### src/rtl/pb_event_gen_pkg.sv
// Shared definitions for the push-button event generator: FSM state
// encodings, the default prescaler length and small elaboration helpers.
package pb_event_gen_pkg;

    typedef enum logic [1:0] {
        ST_ARM     = 2'd0,
        ST_IDLE    = 2'd1,
        ST_PRESSED = 2'd2,
        ST_HELD    = 2'd3
    } pb_state_t;

    // 50 MHz board clock -> 1 ms tick
    localparam int CLK_PER_MS_DEF = 50000;

    function automatic int max2(input int a, input int b);
        return (a > b) ? a : b;
    endfunction

    // Counter width for a counter running 0..n-1, never less than one bit.
    function automatic int cnt_width(input int n);
        return (n > 1) ? $clog2(n) : 1;
    endfunction

endpackage

### src/rtl/pb_event_gen_if.sv
// Button level in, event pulses / held level / press count out.
// master: the event generator; slave: whoever supplies the level and
// consumes the events.
interface pb_event_gen_if #(
    parameter int CNT_W = 8
);
    logic             pb_level;
    logic             press_p;
    logic             release_p;
    logic             long_p;
    logic             repeat_p;
    logic             held;
    logic [CNT_W-1:0] press_cnt;

    modport master (
        input  pb_level,
        output press_p,
        output release_p,
        output long_p,
        output repeat_p,
        output held,
        output press_cnt
    );

    modport slave (
        output pb_level,
        input  press_p,
        input  release_p,
        input  long_p,
        input  repeat_p,
        input  held,
        input  press_cnt
    );
endinterface

### src/rtl/pb_ms_tick.sv
// Free-running millisecond prescaler: counts 0..CLK_PER_MS-1 and raises
// tick for the single cycle in which the count sits at its terminal value.
module pb_ms_tick
    import pb_event_gen_pkg::*;
#(
    parameter int CLK_PER_MS = CLK_PER_MS_DEF
) (
    input  logic clk,
    input  logic rst_n,
    output logic tick
);

    localparam int           W  = cnt_width(CLK_PER_MS);
    localparam logic [W-1:0] TC = W'(CLK_PER_MS - 1);

    logic [W-1:0] count;

    // Wrapping prescaler count, cleared by reset.
    always_ff @(posedge clk) begin
        if (!rst_n) begin
            count <= '0;
        end else if (count == TC) begin
            count <= '0;
        end else begin
            count <= count + 1'b1;
        end
    end

    assign tick = (count == TC);

endmodule

### src/rtl/pb_event_gen.sv
// Push-button event generator: turns the debounced button level into
// one-cycle press / release / long-press / auto-repeat pulses, a held level
// and a wrapping press counter.
// Optional feature macro: PB_AUTOREPEAT_EN (periodic repeat_p while held).
//
//  state   | meaning
//  --------+-------------------------------------------------------------
//  ARM     | after reset; wait for a settled, released button
//  IDLE    | released; waiting for a press
//  PRESSED | pressed, counting ms ticks towards the long-press time
//  HELD    | long press reached; waiting for release (and repeating)
module pb_event_gen
    import pb_event_gen_pkg::*;
#(
    parameter int CLK_PER_MS = CLK_PER_MS_DEF,
    parameter int LONG_MS    = 1000,
    parameter int REPEAT_MS  = 200,
    parameter int CNT_W      = 8
) (
    input logic           clk,
    input logic           rst_n,
    pb_event_gen_if.master bus
);

    localparam int              MS_W    = $clog2(max2(LONG_MS, REPEAT_MS) + 1);
    localparam logic [MS_W-1:0] LONG_TC = MS_W'(LONG_MS - 1);
`ifdef PB_AUTOREPEAT_EN
    localparam logic [MS_W-1:0] REP_TC  = MS_W'(REPEAT_MS - 1);
`endif

    logic             sync_q;
    logic             pb_s;
    logic [1:0]       sync_fill;
    logic             tick;

    pb_state_t        state;
    pb_state_t        state_nxt;
    logic [MS_W-1:0]  ms_cnt;
    logic [MS_W-1:0]  ms_cnt_nxt;
    logic [CNT_W-1:0] press_cnt_q;
    logic [CNT_W-1:0] press_cnt_nxt;
    logic             press_q;
    logic             press_nxt;
    logic             release_q;
    logic             release_nxt;
    logic             long_q;
    logic             long_nxt;
    logic             held_q;
    logic             held_nxt;
`ifdef PB_AUTOREPEAT_EN
    logic             repeat_q;
    logic             repeat_nxt;
`endif

    pb_ms_tick #(
        .CLK_PER_MS(CLK_PER_MS)
    ) u_ms_tick (
        .clk  (clk),
        .rst_n(rst_n),
        .tick (tick)
    );

    // Two-flop synchroniser; sync_fill marks when pb_s holds a real sample
    // again, so ARM never acts on the cleared reset value of the chain.
    always_ff @(posedge clk) begin
        if (!rst_n) begin
            sync_q    <= 1'b0;
            pb_s      <= 1'b0;
            sync_fill <= 2'b00;
        end else begin
            sync_q    <= bus.pb_level;
            pb_s      <= sync_q;
            sync_fill <= {sync_fill[0], 1'b1};
        end
    end

    // State, counters and registered outputs.
    always_ff @(posedge clk) begin
        if (!rst_n) begin
            state       <= ST_ARM;
            ms_cnt      <= '0;
            press_cnt_q <= '0;
            press_q     <= 1'b0;
            release_q   <= 1'b0;
            long_q      <= 1'b0;
            held_q      <= 1'b0;
`ifdef PB_AUTOREPEAT_EN
            repeat_q    <= 1'b0;
`endif
        end else begin
            state       <= state_nxt;
            ms_cnt      <= ms_cnt_nxt;
            press_cnt_q <= press_cnt_nxt;
            press_q     <= press_nxt;
            release_q   <= release_nxt;
            long_q      <= long_nxt;
            held_q      <= held_nxt;
`ifdef PB_AUTOREPEAT_EN
            repeat_q    <= repeat_nxt;
`endif
        end
    end

    // Next-state and next-output decode; release is tested before the tick
    // so it always wins over a coincident long or repeat.
    always_comb begin
        state_nxt     = state;
        ms_cnt_nxt    = ms_cnt;
        press_cnt_nxt = press_cnt_q;
        press_nxt     = 1'b0;
        release_nxt   = 1'b0;
        long_nxt      = 1'b0;
`ifdef PB_AUTOREPEAT_EN
        repeat_nxt    = 1'b0;
`endif
        case (state)
            ST_ARM: begin
                if (sync_fill[1] && !pb_s) begin
                    state_nxt = ST_IDLE;
                end
            end
            ST_IDLE: begin
                if (pb_s) begin
                    state_nxt     = ST_PRESSED;
                    press_nxt     = 1'b1;
                    press_cnt_nxt = press_cnt_q + 1'b1;
                    ms_cnt_nxt    = '0;
                end
            end
            ST_PRESSED: begin
                if (!pb_s) begin
                    state_nxt   = ST_IDLE;
                    release_nxt = 1'b1;
                end else if (tick) begin
                    if (ms_cnt == LONG_TC) begin
                        state_nxt  = ST_HELD;
                        long_nxt   = 1'b1;
                        ms_cnt_nxt = '0;
                    end else begin
                        ms_cnt_nxt = ms_cnt + 1'b1;
                    end
                end
            end
            ST_HELD: begin
                if (!pb_s) begin
                    state_nxt   = ST_IDLE;
                    release_nxt = 1'b1;
                end
`ifdef PB_AUTOREPEAT_EN
                else if (tick) begin
                    if (ms_cnt == REP_TC) begin
                        repeat_nxt = 1'b1;
                        ms_cnt_nxt = '0;
                    end else begin
                        ms_cnt_nxt = ms_cnt + 1'b1;
                    end
                end
`endif
            end
            default: begin
                state_nxt = ST_ARM;
            end
        endcase
        held_nxt = (state_nxt == ST_PRESSED) || (state_nxt == ST_HELD);
    end

    assign bus.press_p   = press_q;
    assign bus.release_p = release_q;
    assign bus.long_p    = long_q;
    assign bus.held      = held_q;
    assign bus.press_cnt = press_cnt_q;
`ifdef PB_AUTOREPEAT_EN
    assign bus.repeat_p  = repeat_q;
`else
    assign bus.repeat_p  = 1'b0;
`endif

endmodule

### src/flat_wrapper.sv
// flat-port wrapper written by rule: the top's interface ports become plain ports
module pb_event_gen_flat import pb_event_gen_pkg::*;
#(
    parameter int CLK_PER_MS = CLK_PER_MS_DEF,
    parameter int LONG_MS    = 1000,
    parameter int REPEAT_MS  = 200,
    parameter int CNT_W      = 8
)
  (clk, rst_n, bus_pb_level, bus_press_p, bus_release_p, bus_long_p, bus_repeat_p, bus_held, bus_press_cnt);
  pb_event_gen_if #(.CNT_W(CNT_W)) bus_i ();
  input logic clk;
  input logic rst_n;
  input wire logic [$bits(bus_i.pb_level)-1:0] bus_pb_level;
  output wire logic [$bits(bus_i.press_p)-1:0] bus_press_p;
  output wire logic [$bits(bus_i.release_p)-1:0] bus_release_p;
  output wire logic [$bits(bus_i.long_p)-1:0] bus_long_p;
  output wire logic [$bits(bus_i.repeat_p)-1:0] bus_repeat_p;
  output wire logic [$bits(bus_i.held)-1:0] bus_held;
  output wire logic [$bits(bus_i.press_cnt)-1:0] bus_press_cnt;
  assign bus_i.pb_level = bus_pb_level;
  assign bus_press_p = bus_i.press_p;
  assign bus_release_p = bus_i.release_p;
  assign bus_long_p = bus_i.long_p;
  assign bus_repeat_p = bus_i.repeat_p;
  assign bus_held = bus_i.held;
  assign bus_press_cnt = bus_i.press_cnt;
  pb_event_gen #(.CLK_PER_MS(CLK_PER_MS), .LONG_MS(LONG_MS), .REPEAT_MS(REPEAT_MS), .CNT_W(CNT_W)) u_core (.clk(clk), .rst_n(rst_n), .bus(bus_i));
endmodule
### config.mk
export PLATFORM = sky130hd
export DESIGN_NAME = pb_event_gen_flat
export DESIGN_NICKNAME = d
export VERILOG_FILES = /design/src/rtl/pb_event_gen_pkg.sv /design/src/rtl/pb_event_gen_if.sv /design/src/rtl/pb_ms_tick.sv /design/src/rtl/pb_event_gen.sv /design/src/flat_wrapper.sv
export SDC_FILE = /design/constraint.sdc
export NUM_CORES = 1
export LEC_CHECK = 0
export CORE_MARGIN = 2
export CORE_UTILIZATION = 45
export DETAILED_ROUTE_END_ITERATION = 12
export PLACE_DENSITY_LB_ADDON = 0.05
export SETUP_SLACK_MARGIN = 0.5
export SYNTH_ARGS = -nofsm -noshare
export SYNTH_HDL_FRONTEND = slang
export SYNTH_SLANG_ARGS = --single-unit
### constraint.sdc
create_clock -name clk -period 2.2 [get_ports clk]
set_input_delay 0.44 -clock clk [delete_from_list [all_inputs] [get_ports clk]]
set_output_delay 0.44 -clock clk [all_outputs]
set_load 0.02 [all_outputs]
Word-level counts from Yosys, hierarchy flattened
Cells that the tools add are included.
{"block": "op_classes", "n_mux": 16, "n_bitwise": 1, "n_addsub": 3, "n_eq_ne": 10, "n_reduce_logical": 12}
{"op": "$mux 10", "n": 4}
{"op": "$pmux 10 s2", "n": 1}
{"op": "$add 16x1->16 const B", "n": 1}
{"op": "$eq 16x16->1 const B", "n": 1}
{"op": "$mux 2", "n": 6}
{"op": "$add 10x1->10 const B", "n": 1}
{"op": "$eq 10x10->1 const B", "n": 1}
{"op": "$add 8x1->8 const B", "n": 1}
{"op": "$eq 2x2->1 const B", "n": 4}
{"op": "$pmux 2 s4", "n": 1}
{"op": "$reduce_and 4->1", "n": 2}
{"op": "$ne 2x1->1 const B", "n": 3}
{"op": "$reduce_and 2->1", "n": 3}
{"op": "$mux 1", "n": 4}
{"op": "$reduce_or 2->1", "n": 2}
{"op": "$eq 2x1->1 const B", "n": 1}
{"op": "$logic_not 2->1", "n": 1}
{"op": "$reduce_bool 2->1", "n": 1}
{"op": "$logic_and 1x1->1", "n": 1}
{"op": "$logic_not 1->1", "n": 1}
{"op": "$logic_or 1x1->1", "n": 1}
{"op": "$not 1->1", "n": 1}
{"block": "totals", "regBits": 44, "wordCells": 54, "inputBits": 3}

Depth between registers and ports, before layout
Gate-level depths: netlist (run 1).
{"block": "depth", "ltp_word": 7, "ltp_mapped": 7, "ltp_nobuf": 6}

Modules after synthesis
A second synthesis (run 1) with hierarchy kept.
{"block": "hier_totals", "cells_unflattened": 207, "area_unflattened_um2": 2013.2}
{"mod": "pb_event_gen", "area_per_inst_um2": 1223.7, "cells_per_inst": 128, "n_inst": 1}
{"mod": "pb_ms_tick", "area_per_inst_um2": 789.5, "cells_per_inst": 79, "n_inst": 1}

Worst setup path before layout (run 1)
Ideal clock, no wire load.
{"block": "synth_timing", "path_kind": "register -> register", "from": "register u_core.u_ms_tick.count[0]", "to": "register u_core.u_ms_tick.count[10]", "arrival_time_ps": 1759, "setup_slack_ps": 326, "required_time_ps": 2085, "stages_incl_launch_ff": 7, "cell_sequence": "dfxtp_1 > ha_1 > nand3_1 > or4_4 > o21ai_4 > buf_4 > nor2_1"}
{"block": "synth_via", "elab_chain_cells": 2, "word_cells_on_any_way": 3}
{"element": "from (decl)", "line_no": "pb_ms_tick.sv:16", "rtl": "logic [W-1:0] count;"}
{"element": "from (signal assigned)", "line_no": "pb_ms_tick.sv:25", "rtl": "count <= count + 1'b1;"}
{"element": "parallel branches: the longest is 2 deep, another holds $add 16x1->16"}
Parallel ways; which one is timed is not known.
A chain may end at the register's enable or synchronous reset.

Worst setup path in the final report (run 1)
{"block": "layout_timing", "from": "register u_core.u_ms_tick.count[5]", "to": "register u_core.ms_cnt[7]"}
{"block": "layout_via", "elab_chain_cells": 3}
{"element": "$eq 16x16->1", "line_no": "pb_ms_tick.sv:29", "rtl": "assign tick = (count == TC);"}
{"element": "$ne 2x1->1 (no line)"}
{"element": "$reduce_and 4->1 (no line)"}
{"element": "to (signal assigned)", "line_no": "pb_event_gen.sv:92", "rtl": "ms_cnt <= ms_cnt_nxt;"}
{"element": "to (decl)", "line_no": "pb_event_gen.sv:38", "rtl": "logic [MS_W-1:0] ms_cnt;"}
No other way between the ends.

==> results.toml, run 1 <==
[global_route]
grt_pass1_vias = 1533
grt_overflow = 0
antenna_found_initial = 0
grtUsageTotal_pct = 16.8
grt_start_max_net_pins = 25
grt_pass1_wl_um = 6730

[routing]
drt-total-wl_um = 3860
first_pass_iters = 4
drc = 0
wire_per_inst_um = 13.2
dr.first_iter.drc_count = 60
ant_nets = 0
num_vias = 1561
via_per_inst = 5.35

[floorplanning]
initial_core_util_pct = 45.8
ios = 16
fp.dieH_um = 70.1
die_x_um = 70.1
die_area_um2 = 4910
rows = 24
design.core.area_um2 = 4290

[clocking]
clock_latency_ns = 0.29
cts_buffers = 5
htreeDepth = 2
cts-root-buf = "clkbuf_8"
ctsLongestPathBuffers = 2
clk_pin_slew_worst_paths_ns = 0.08
clock_sinks = 44
cts_tree = "yes"

[worst_setup_path]
crit_end = "u_core.ms_cnt[7]"
startpoint_type = "register"
reg2reg_depth = 6
regToRegStartpoint = "u_core.u_ms_tick.count[5]"
regToRegSetupSlack_ns = 0.33
crit_required_ns = 2.45
cp.arrival_ns = 2.12
crit_path_start = "u_core.u_ms_tick.count[5]"
r2r_end = "u_core.ms_cnt[7]"
cp-end-kind = "register"
crit_path_max_fanout = 4
path_class = "register to register"

[synth]
syn_inst = 213
ys_types = 45
synth-seq-area-share_pct = 44.8
synth_compound_area_share_pct = 11.0
synth_seq_cells = 44
synthAdderAreaFrac_pct = 1.91
synth_top_family_by_area = "simple AND/OR/NAND/NOR gates"
yosys.area_share.simple_pct = 29.7
syn_nets = 219
syn_area_um2 = 1970
yosys_warnings = 0
synth-xor-area-share_pct = 8.47
synthMuxAreaShare_pct = 0.509
avgSynthCellArea_um2 = 9.23

[final_layout]
area_growth_pct = 26.5
multiInputGateArea_um2 = 1110
post-route-util_pct = 57.9
regArea_um2 = 890
final_area_um2 = 2490
nets = 245
n_fill_cell = 381
diodes = 0
drive_gt1_share_pct = 21.7

[sta]
hold_viol = 0
timing.fmax_ghz = 0.534
setup_viol = 0
finalSetupTns_ns = 0
rsz0062_at_grt = "true"
skew_ns = 0.00435
finalCriticalPeriod_ns = 1.87
finalCritPeriodShare_pct = 85.0
final-max-slew-violation-count = 0

[flow_run]
maxCapViolCount = 0

[pwr]
ir_drop_v = 0.000285
powerDensity_nw_per_um2 = 687
cellLeakagePower_nw = 0.949

[status]
status = "finished, final reports clean"

[placed_design]
hpwlAfterDp_um = 2570
gp_congestion = 0.819
place_area_um2 = 2170
portBuffers = 14

[hold_path]
worst_hold_path_type = "register to register"
-- where the power goes --
part | switching [mW] | total (mW) | internal [mW]
Combinational | 0.0271 | 0.0524 | 0.0253
Sequential | 0.00939 | 0.816 | 0.806
Clock | 0.273 | 0.840 | 0.568
-- cells by family (layout without fill, tap and decap cells) --
kind of cell | after synthesis | in the layout
AND/OR/NAND/NOR | 98 | 98
flip-flops | 44 | 44
other | 1 | 1
buffers and inverters | 16 | 42
AO/OA/AOI/OAI | 31 | 32
XOR/XNOR | 19 | 19
multiplexers | 1 | 1
adder cells (fa/ha/maj) | 3 | 3
-- synthesized netlist by cell type (all sizes together) --
library cell / count / area share, %
xnor2: 13 / 5.8
or3b: 3 / 1.3
clkbuf: 6 / 1.1
nand3: 11 / 3.1
o21ai: 7 / 2.4
and2: 14 / 4.5
conb: 1 / 0.19
and3b: 1 / 0.45
or4: 3 / 1.5
and3: 5 / 1.6
nor3: 3 / 1.0
o22ai: 4 / 1.3
nor2b: 1 / 0.32
nand2b: 1 / 0.32
xor2: 6 / 2.7
nand2: 14 / 2.7
and4: 4 / 1.8
nand4: 4 / 1.3
mux2i: 1 / 0.51
or2: 1 / 0.32
o211ai: 3 / 1.1
a21oi: 8 / 2.0
o311ai: 1 / 0.45
nand4b: 1 / 0.45
ha: 3 / 1.9
a21boi: 5 / 1.9
dfxtp: 44 / 45
buf: 3 / 0.95
nor4: 5 / 2.4
inv: 7 / 1.3
or3: 4 / 1.5
a41oi: 1 / 0.83
nand3b: 4 / 1.5
nor2: 19 / 3.6
o211a: 2 / 1.0
-- cell usage in the layout (no fill, tap or decap), types with 6 or more instances in the layout --
| master | n |
|---|---|
| clkdlybuf4s50_1 | 6 |
| nand3_1 | 9 |
| dfxtp_2 | 7 |
| buf_4 | 12 |
| nand2_1 | 14 |
| dfxtp_1 | 37 |
| inv_1 | 7 |
| dlygate4sd2_1 | 8 |
| xor2_1 | 6 |
| nor2_1 | 18 |
| and2_1 | 14 |
| xnor2_1 | 13 |
-- routing by layer --
metal,share of wire [%],GRT usage (%),up-vias,routed length [um]
li1,-,-,791,-
met3,3.5,4.76,5,137
met5,0,0,-,0
met2,49,26.9,27,1870
met1,47,21.6,738,1800
met4,1.2,6.41,0,45
-- cell type report --
cell class / instances / share of cell area [%]
clock buffers: 5 / 2.77
repair buffers: 27 / 9.66
multi-input cells: 154 / 44.5
inverters: 7 / 1.06
flip-flops and latches: 44 / 35.8
well taps: 52 / 2.62
clock inverters: 3 / 3.62
-- what timing repair did --
item	4_1_cts	5_1_grt
gates cloned	0	1
gates resized for setup	19	14
buffers inserted	6	3
hold buffers	0	0
pin swaps	4	6
endpoints found under the setup margin	34	28
-- worst min-delay path by stage --
| stage | slack, ns | cells after the start | start | end |
|---|---|---|---|---|
| finish | 0.44 | 1 | u_core.sync_q | u_core.pb_s |
| global route | 0.46 | 1 | u_core.sync_fill[0] | u_core.sync_fill[1] |
| CTS | 0.45 | 1 | u_core.sync_q | u_core.pb_s |
| detailed placement | 0.43 | 1 | u_core.sync_q | u_core.pb_s |
| global placement | 0.42 | 1 | u_core.sync_fill[0] | u_core.sync_fill[1] |
| floorplan | 0.41 | 1 | u_core.u_ms_tick.count[0] | u_core.u_ms_tick.count[0] |
-- sequential cells by signal, summed over array words and instances, names as in the netlist --
| name | flops |
|---|---|
| u_core.bus.press_p | 1 |
| u_core.state | 2 |
| u_core.bus.press_cnt | 8 |
| u_core.sync_q | 1 |
| u_core.bus.release_p | 1 |
| u_core.sync_fill | 2 |
| u_core.u_ms_tick.count | 16 |
| u_core.pb_s | 1 |
| u_core.bus.held | 1 |
| u_core.bus.long_p | 1 |
| u_core.ms_cnt | 10 |
-- worst max-delay path: stages, from the launching register on --
cell and delay (ns):
dfxtp_2 0.33, or4_4 0.55, nor4_4 0.14, buf_4 0.18, nand3_4 0.08, or4_1 0.48, nand2_1 0.06
-- metrics by stage --
step | power, mW | hold WS, ns | std cells | setup WS (ns)
global placement | 0.874 | 0.419 | 274 | 0.263
global route | 1.77 | 0.465 | 292 | 0.246
floorplan | 0.864 | 0.411 | 213 | 0.405
finish | 1.71 | 0.442 | 292 | 0.329
detailed placement | 0.876 | 0.427 | 274 | 0.211
CTS | 1.72 | 0.447 | 288 | 0.337
No activity file was read; power rests on OpenSTA's default activity.
==> inputs of run 2 (changes only) <==
--- a/config.mk
+++ b/config.mk
@@ -7,6 +7,7 @@
 export LEC_CHECK = 0
 export CORE_MARGIN = 2
 export CORE_UTILIZATION = 45
+export CTS_CLUSTER_SIZE = 20
 export DETAILED_ROUTE_END_ITERATION = 12
 export PLACE_DENSITY_LB_ADDON = 0.05
 export SETUP_SLACK_MARGIN = 0.5
==> results of run 2 <==
The final DEF is identical to that of run 1; final timing and power are the same.
==> inputs of run 3 (changes only) <==
--- a/config.mk
+++ b/config.mk
@@ -5,8 +5,10 @@
 export SDC_FILE = /design/constraint.sdc
 export NUM_CORES = 1
 export LEC_CHECK = 0
+export CELL_PAD_IN_SITES_DETAIL_PLACEMENT = 2
+export CELL_PAD_IN_SITES_GLOBAL_PLACEMENT = 2
 export CORE_MARGIN = 2
-export CORE_UTILIZATION = 45
+export CORE_UTILIZATION = 36
 export CTS_CLUSTER_SIZE = 20
 export DETAILED_ROUTE_END_ITERATION = 12
 export PLACE_DENSITY_LB_ADDON = 0.05
==> run 3 against run 2 <==
Net effect:
- utilization down 9.3 points
- routed wire length increased by 48%
- non-clock buffer count unchanged
- largest cell class unchanged
- largest power group is now registers
==> results.toml, run 3 (synthesis results as in run 1) <==
[status]
status = "finished, final reports clean"

[global_route]
use_met1_pct = 23.4
grt_pass1_vias = 1863
busiest_layer = "met2"
grtUsageTotal_pct = 20.0
antenna_found_initial = 0
grt_start_max_net_pins = 31
use_met3_pct = 4.19
grt.met2_usage_pct = 35.3
grt_overflow = 0
grt_pass1_wl_um = 9430

[worst_setup_path]
cp_slowest_cell = "or4_4"
r2r_end = "u_core.u_ms_tick.count[4]"
regToRegSetupSlack_ns = 0.18
cp-end-kind = "register"
path_cells = "or4_4 -> buf_4 -> or4_4 -> o21ai_4 -> buf_12 -> nor2_1"
crit_path_start = "u_core.u_ms_tick.count[5]"
cp.arrival_ns = 2.21
crit_top_cell = "or4_4"
crit_required_ns = 2.40
regToRegStartpoint = "u_core.u_ms_tick.count[5]"
cp.depth = 6
startpoint_type = "register"
cp_num_buf_inv = 2
crit_path_max_fanout = 15
reg2reg_depth = 6
path_class = "register to register"
crit_family = "simple AND/OR/NAND/NOR gates"
slowest_delay_ns = 0.56
crit_end = "u_core.u_ms_tick.count[4]"

[routing]
dr.first_iter.drc_count = 62
wire_per_inst_um = 18.4
drt-total-wl_um = 5710
via_per_inst = 5.37
drc = 0
first_pass_iters = 4
ant_nets = 0
num_vias = 1666

[sta]
finalCritPeriodShare_pct = 91.7
final-max-slew-violation-count = 0
finalSetupTns_ns = 0
setup_viol = 0
timing.fmax_ghz = 0.496
skew_ns = 0.00531
hold_viol = 0
tightestPinTransition_ns = 0.536
finalCriticalPeriod_ns = 2.02
rsz0062_at_grt = "true"
setup_ws_ns = 0.183
slew-limit-headroom_pct = 63.9

[clocking]
hold_buffers = 0
cts_tree = "yes"
clk_pin_slew_worst_paths_ns = 0.09
clock_latency_ns = 0.31
htreeDepth = 2
clock_sinks = 44
ctsLongestPathBuffers = 2
cts_buffers = 5
cts-root-buf = "clkbuf_8"

[pwr]
cellLeakagePower_nw = 0.997
ir_drop_v = 0.000393
p_sw_share_pct = 22.5
pwr-share-seq_pct = 54.0
combPwrFrac_pct = 3.5
p_int_mw = 1.17
total_power_mw = 1.51
powerDensity_nw_per_um2 = 601
clock_power_share_pct = 42.5
power_switching_uw = 339

[hold_path]
worst_hold_path_type = "register to register"
min_from = "u_core.sync_q"

[floorplanning]
fp.dieH_um = 77.9
rows = 26
design.core.area_um2 = 5170
die_area_um2 = 6070
initial_core_util_pct = 38.0
die_x_um = 77.9
ios = 16

[placed_design]
hpwlAfterDp_um = 3480
gp_congestion = 0.754
pre_cts_slack_ns = 0.210
portBuffers = 14

[final_layout]
drive_gt1_share_pct = 22.5
nets = 245
regMostFlops = "u_core.u_ms_tick.count"
area_growth_pct = 27.9
layout_commonest_cell = "dfxtp_1"
largest_reg_flops = 16
final_cell_mix = "40 x dfxtp_1, 18 x nor2_1, 14 x and2_1, 14 x nand2_1, 13 x xnor2_1"
diodes = 0

[flow_run]
maxCapViolCount = 0
==> run 3: cell count changes in the layout (fill, tap and decap cells not counted), sizes merged <==
cell	change
clkinvlp	+1
clkdlybuf4s50	-3
dlymetal6s2s	+3
bufinv	-2
inv	+1
==> run 3: worst register-to-register path, cell delays in order (launching register included) <==
cell and delay (ns):
dfxtp_2 0.33, or4_4 0.56, buf_4 0.16, or4_4 0.45
o21ai_4 0.20, buf_12 0.16, nor2_1 0.06
==> run 3: power by group through the flow <==
stage	Sequential (mW)	Combinational (mW)	Clock, mW
2_1_floorplan	0.831	0.0327	0
3_3_place_gp	0.832	0.0425	0
3_5_place_dp	0.833	0.0448	0
4_1_cts	0.815	0.0515	0.663
5_1_grt	0.817	0.0597	0.699
6_report	0.815	0.0535	0.641
==> run 3: through the flow <==
step	instance area (um^2)	utilization (%)	hold slack, ns	cells
finish	2510	48.6	0.444	310
global route	2510	48.6	0.486	310
CTS	2430	46.9	0.444	309
detailed placement	2190	42.3	0.431	292
global placement	2190	42.3	0.416	292
floorplan	1980	-	0.411	213
==> run 3: final cells by class <==
class                           count  area, um^2
Tap cell                           70        87.6
Clock buffer                        5        68.8
Sequential cell                    44         886
Clock inverter                      3        46.3
Multi-Input combinational cell    154        1130
Timing Repair Buffer               27         267
Fill cell                         530        2660
Inverter                            7        26.3
==> run 3: timing repair <==
item,CTS,global route
gates resized for setup,25,19
cloned,1,0
endpoints found under the setup margin,34,33
setup buffers,8,1
pin swaps,12,8
==> run 3: routing by layer <==
layer	wire [um]	up-vias
met5	0	-
met4	109	0
met3	141	9
met2	3020	27
met1	2450	827
li1	-	803
==> run 3: worst min path at each step <==
stage,slack [ns],endpoint,depth (start not counted)
floorplan,0.41,u_core.u_ms_tick.count[0],1
global placement,0.42,u_core.sync_fill[1],1
detailed placement,0.43,u_core.pb_s,1
CTS,0.44,u_core.pb_s,1
global route,0.49,u_core.pb_s,1
finish,0.44,u_core.pb_s,1
